--- src/rtl/fs_serial_sub.sv ---
// rtl/fs_serial_sub.sv - digit-serial WIDTH-bit subtractor with borrow-in and valid/ready handshakes
module fs_serial_sub #(
    parameter int WIDTH = 8,
    parameter int DIGIT = 2
) (
    input  logic             clk,
    input  logic             rst,
    input  logic             in_valid,
    output logic             in_ready,
    input  logic [WIDTH-1:0] a,
    input  logic [WIDTH-1:0] b,
    input  logic             bin,
    output logic             out_valid,
    input  logic             out_ready,
    output logic [WIDTH-1:0] diff,
    output logic             bar,
    output logic             zero
);
    localparam int CYCLES = WIDTH / DIGIT;
    localparam int CW     = (CYCLES > 1) ? $clog2(CYCLES) : 1;

    generate
        if (DIGIT < 1 || DIGIT > WIDTH || (WIDTH % DIGIT) != 0) begin : g_bad_params
            $error("fs_serial_sub: DIGIT must divide WIDTH and lie in 1..WIDTH");
        end
    endgenerate

    typedef enum logic [1:0] {IDLE, RUN, DONE} state_t;

    state_t           state, state_next;
    logic [WIDTH-1:0] a_sh, b_sh, acc, acc_next;
    logic             borrow;
    logic [CW-1:0]    cnt;
    logic [DIGIT:0]   sub;
    logic             last;

    // One digit of the subtraction; the extra MSB is the outgoing borrow.
    assign sub      = {1'b0, a_sh[DIGIT-1:0]} - {1'b0, b_sh[DIGIT-1:0]} - {{DIGIT{1'b0}}, borrow};
    assign acc_next = (acc >> DIGIT) | (WIDTH'(sub[DIGIT-1:0]) << (WIDTH - DIGIT));
    assign last     = (cnt == CW'(CYCLES - 1));

    always_ff @(posedge clk or posedge rst) begin
        if (rst) state <= IDLE;
        else     state <= state_next;
    end

    always_comb begin
        state_next = state;
        in_ready   = 1'b0;
        out_valid  = 1'b0;
        case (state)
            IDLE: begin
                in_ready = 1'b1;
                if (in_valid) state_next = RUN;
            end
            RUN: begin
                if (last) state_next = DONE;
            end
            DONE: begin
                out_valid = 1'b1;
                if (out_ready) state_next = IDLE;
            end
            default: state_next = IDLE;
        endcase
    end

    // Partial digits accumulate in acc; the visible result only updates on the last digit.
    always_ff @(posedge clk or posedge rst) begin
        if (rst) begin
            a_sh   <= '0;
            b_sh   <= '0;
            acc    <= '0;
            borrow <= 1'b0;
            cnt    <= '0;
            diff   <= '0;
            bar    <= 1'b0;
            zero   <= 1'b0;
        end else begin
            case (state)
                IDLE: begin
                    if (in_valid) begin
                        a_sh   <= a;
                        b_sh   <= b;
                        borrow <= bin;
                        cnt    <= '0;
                    end
                end
                RUN: begin
                    a_sh   <= a_sh >> DIGIT;
                    b_sh   <= b_sh >> DIGIT;
                    acc    <= acc_next;
                    borrow <= sub[DIGIT];
                    cnt    <= cnt + CW'(1);
                    if (last) begin
                        diff <= acc_next;
                        bar  <= sub[DIGIT];
                        zero <= (acc_next == '0);
                    end
                end
                default: ;
            endcase
        end
    end
endmodule

--- config.mk ---
export PLATFORM = sky130hd
export DESIGN_NAME = fs_serial_sub
export DESIGN_NICKNAME = d
export VERILOG_FILES = /design/src/rtl/fs_serial_sub.sv
export SDC_FILE = /design/constraint.sdc
export NUM_CORES = 1
export LEC_CHECK = 0
export CAP_MARGIN = 20
export CORE_MARGIN = 2
export CORE_UTILIZATION = 55
export CTS_BUF_LIST = sky130_fd_sc_hd__clkbuf_4 sky130_fd_sc_hd__clkbuf_8 sky130_fd_sc_hd__clkbuf_16
export CTS_CLUSTER_SIZE = 20
export DETAILED_ROUTE_END_ITERATION = 6
export PLACE_DENSITY_LB_ADDON = 0.12
export SYNTH_ARGS = -nofsm -noshare
export SYNTH_HDL_FRONTEND = slang
export SYNTH_SLANG_ARGS = --single-unit
export TNS_END_PERCENT = 5
--- constraint.sdc ---
create_clock -name clk -period 4.1 [get_ports clk]
set_clock_uncertainty 0.2 [all_clocks]
set_input_delay 0.615 -clock clk [delete_from_list [all_inputs] [get_ports clk]]
set_output_delay 0.615 -clock clk [all_outputs]
set_load 0.005 [all_outputs]
# [Yosys cells after proc, flatten, opt, wreduce, memory -nomap -nowiden]
# Index checks and enable logic that the tools add are counted.
[classes] reduce_logical=6 mux=14 bitwise=1 add_sub_neg=3 n_eq_ne=6
[ops] cell="one-hot mux 8 bit (2 select lines)" n=2
[ops] cell="2-to-1 mux 8 bit" n=2
[ops] cell="zero test 8 bit" n=1
[ops] cell="2-to-1 mux 2 bit" n=4
[ops] cell="OR 6 x 8 -> 8 bit" n=1
[ops] cell="inequality test 2 bit, second input constant" n=3
[ops] cell="one-hot mux 2 bit (3 select lines)" n=1
[ops] cell="== test 2 bit, second input constant" n=2
[ops] cell="one-hot mux 2 bit (2 select lines)" n=1
[ops] cell="AND reduction 2 bit" n=2
[ops] cell="2-to-1 mux 1 bit" n=3
[ops] cell="AND reduction 3 bit" n=1
[ops] cell="subtractor 2 x 2 -> 3 bit" n=1
[ops] cell="subtractor 3 x 1 -> 3 bit" n=1
[ops] cell="adder 2 x 1 -> 2 bit, second input constant" n=1
[ops] cell="== test 2 x 1 -> 1 bit, second input constant" n=1
[ops] cell="zero test 2 bit" n=1
[ops] cell="one-hot mux 1 bit (2 select lines)" n=1
[ops] cell="nonzero test 2 bit" n=1
[word_totals] reg_bits=39 output_inout_bits=12 inputBits=21 word_cells=39

# [Longest topological paths before layout]
[logic_depth] ltp_word=4 mapped_depth=9 mapped_depth_nobuf=9

# [Least setup slack after synthesis]
# Ideal clock, no wire load.
[synth_path] kind="reg2reg" start="register a_sh[0]" end="register zero" path_stages_with_launch=9 arrival_time_ns=2.343 setup_time_ns=0.083 required_time_ns=3.817 path_buffers=0 period_less_slack_ns=2.626 slack_ns=1.474 path_cell_list="dfrtp_1 > fa_1 > inv_1 > ha_1 > or2_2 > fa_1 > nor4_1 > nand3_1 > o21ai_0"
[synth_via] elab_chain_cells=4
[synth_rtl] element="start, declared" line_no="31" source="logic [WIDTH-1:0] a_sh, b_sh, acc, acc_next;"
[synth_rtl] element="start signal, assigned" line_no="89" source="a_sh <= a_sh >> DIGIT;"
[synth_rtl] element="subtractor 2 x 2 -> 3 bit" line_no="38" source="assign sub = {1'b0, a_sh[DIGIT-1:0]} - {1'b0, b_sh[DIGIT-1:0]} - {{DIGIT{1'b0}}, borrow};"
[synth_rtl] element="subtractor 3 x 1 -> 3 bit" line_no="38"
[synth_rtl] element="OR 6 x 8 -> 8 bit" line_no="39" source="assign acc_next = (acc >> DIGIT) | (WIDTH'(sub[DIGIT-1:0]) << (WIDTH - DIGIT));"
[synth_rtl] element="via acc_next[7]" line_no="31"
[synth_rtl] element="zero test 8 bit" line_no="97" source="zero <= (acc_next == '0);"
[synth_rtl] element="end signal, assigned" line_no="97"
[synth_rtl] element="end, declared" line_no="17" source="output logic zero"
# The timed path passes the listed nets, and every way through them passes these cells.
# A chain may end at the register's enable or synchronous reset.

# [Worst setup path in the final report]
# Same ends and word-level chain as after synthesis.

==> results.toml <==
[detailed_routing]
drtIter0Drc = 45
vias = 1220
wl_per_cell_um = 14.4
dr.pass1.iters = 4
ant_nets = 0
viasPerCell = 5.45
wl_um = 3230
drc = 0

[power_and_ir_drop]
seqPwrFrac_pct = 39.5
p_switching_mw = 0.579
swShare_pct = 35.1
p_comb_share_pct = 44.2
internal_power_mw = 1.07
clkPwrFrac_pct = 16.3
ir_drop_mv = 0.488
p_leak_nw = 0.979
power_density_nw_per_um2 = 770
fin_total_pwr_mw = 1.65

[cells_and_area]
seq_area_um2 = 926
antenna_cells = 0
drive_gt1_share_pct = 15.0
postLayoutCoreUtil_pct = 70.7
fin_area_um2 = 2140
nets = 205
area_delta_synth_final_pct = 23.4
multi_input_area_um2 = 711
stdcell_count = 224
fillCellCount = 237

[sta]
maxSlewViolCount = 0
final.period_utilization_pct = 68.8
finalCriticalPeriod_ps = 2820
worstMarginPinSlew_ps = 641
hold_viol = 0
setup_violations = 0
holdWs_ps = 298
fin_ws_ps = 1280
clock.fmax_ghz = 0.354
slew_headroom_pct = 57.3
rsz0062_at_grt = "no"
tns_ps = 0

[synthesis]
synth-seq-cells = 37
yosys.area.top_type = "dfrtp_1"
synth-adder-area-share_pct = 4.47
synth_top_family_by_area = "compound AO/OA/AOI/OAI gates"
netlist_area_um2 = 1740
netlist_top_cells_area = "dfrtp_1 53%, mux2_2 6.5%, o21ai_0 4.6%, and3b_1 3.5%, nand2_1 3.0%"
yosysSeqAreaShare_pct = 53.4
synth-xor-area-share_pct = 0.505
yosysWarnings = 0
synth_most_common_cell = "dfrtp_1"
synth-edff-count = 0
synthArstFlopShare_pct = 100
synth_simple_gate_area_share_pct = 12.3
syn_avg_cell_area_um2 = 11.8
synth.distinct_cells = 31
synthesis.nets = 173
synth_compound_area_share_pct = 14.6
synth-main-ff-cell = "dfrtp_1"
synthTopCellsByCount = "37 x dfrtp_1, 16 x o21ai_0, 14 x nand2_1"
syn_inst = 147
yosysTopAreaCellShare_pct = 53.4
synthMuxAreaShare_pct = 9.08

[clock_network]
h-tree-depth = 2
cts_buffer_depth = 2
clock-sinks = 37
cts_root_buf = "clkbuf_4"
cts_setup_buffers = 0
cts.clk_slew.worst_paths_ps = 110
cts_resized = 0
cts_buffers = 5
hold_buffers = 0
clk_latency_ps = 350
cts_tree = "yes"

[die]
die_width_um = 60.2
initial_core_util_pct = 57.3
rows = 20
die_h_um = 60.2
coreArea_um2 = 3030
dieArea_um2 = 3620
io_pins = 33

[min_path]
hold_path_class = "reg -> reg"
min_to = "zero$_DFFE_PP0P_"
whs_path_depth = 2
holdCritStartpoint = "zero$_DFFE_PP0P_"

[place]
dp_hpwl_um = 2270
place_area_um2 = 2050
dp.cells = 216
dp_slack_ps = 1320
place.gp.congestion = 0.737
io_buffers = 32

[outcome]
status = "complete, no violations"

[worst_setup_path]
crit_buf_inv = 1
cp.arrival_ps = 2900
path_class = "reg -> reg"
cp_max_fo = 3
rr_startpoint = "a_sh[0]$_DFFE_PP0P_"
critPathLaunchType = "register"
crit_path_cell_trace = "fa_1 -> inv_1 -> ha_1 -> or2_2 -> fa_1 -> nor4_1 -> nand3_1 -> o21ai_0"
reg2reg_depth = 8
cpLargestDelayFamily = "adder cells"
crit_top_cell = "fa_1"
slowest_stage = "fa_1"
slowest_delay_ps = 570
reg2reg_slack_ps = 1280
end_kind = "register"
cp.required_ps = 4180
reg2reg_to = "zero$_DFFE_PP0P_"

[global_route]
grt_pass1_vias = 1240
grt_pass1_wl_um = 5720
antenna_found_initial = 0
grt_usage_pct = 21.8
grt_max_degree = 38
overflow = 0

[run]
maxCapViolCount = 0
cell type report:
type,instances,share of cell area (%)
well taps,44,2.57
multi-input cells,94,33.2
clock buffers,6,2.39
clock inverters,2,1.75
repair buffers,34,15.7
inverters,7,1.23
flip-flops and latches,37,43.2
placed cells by master (no fill, tap or decap), drive strengths merged, types with 2 or more instances in the layout:
master / netlist / final
o21ai: 17 / 17
nor2b: 3 / 3
a21oi: 10 / 10
clkbuf: 1 / 6
nand2: 14 / 14
clkdlybuf4s50: 0 / 32
fa: 2 / 2
nor2: 3 / 3
a2bb2oi: 2 / 2
a22o: 5 / 5
inv: 7 / 7
mux2: 13 / 13
buf: 8 / 2
dfrtp: 37 / 37
ha: 3 / 3
and3b: 7 / 7
a22oi: 5 / 5
power groups by stage:
stage / registers, mW / clock network, mW / logic [mW]
global placement: 0.649 / 0 / 0.690
CTS: 0.651 / 0.275 / 0.736
global route: 0.674 / 0.287 / 0.813
floorplan: 0.615 / 0 / 0.550
finish: 0.651 / 0.269 / 0.729
detailed placement: 0.660 / 0 / 0.730
tightest hold or removal path, delay by kind of cell, from the launching register on:
kind            cells  cell delay [ps]
simple gates        1               50
compound gates      1               60
flops               1              360
metal layers:
metal	part of all wire, %	wire, um	up-vias	global-route usage [%]
li1	-	-	578	-
met1	46	1500	608	28.6
met2	48	1540	27	34.5
met3	4.6	148	7	6.49
met4	1.4	46	0	7.62
met5	0	0	-	0
cells by family after synthesis:
| kind of cell | count (synthesis) |
|---|---|
| AOI/OAI and AO/OA | 40 |
| DFF | 37 |
| muxes | 13 |
| xor gates and xnor gates | 1 |
| buffers and inverters | 16 |
| and+or+nand+nor | 35 |
| adders and majority gates | 5 |
registers in the layout, indices dropped and copies added (netlist names):
name    count
zero        1
diff        8
bar         1
borrow      1
state       2
cnt         2
acc         6
a_sh        8
b_sh        8
worst max-delay path by stage:
stage                       endpoint  depth (start not counted)                start
floorplan           zero$_DFFE_PP0P_                          8  a_sh[0]$_DFFE_PP0P_
global placement    zero$_DFFE_PP0P_                          8  a_sh[0]$_DFFE_PP0P_
detailed placement  zero$_DFFE_PP0P_                          8  a_sh[0]$_DFFE_PP0P_
CTS                 zero$_DFFE_PP0P_                          8  a_sh[0]$_DFFE_PP0P_
global route        zero$_DFFE_PP0P_                          8  a_sh[0]$_DFFE_PP0P_
finish              zero$_DFFE_PP0P_                          8  a_sh[0]$_DFFE_PP0P_
Power figures use the tool's default switching activity.
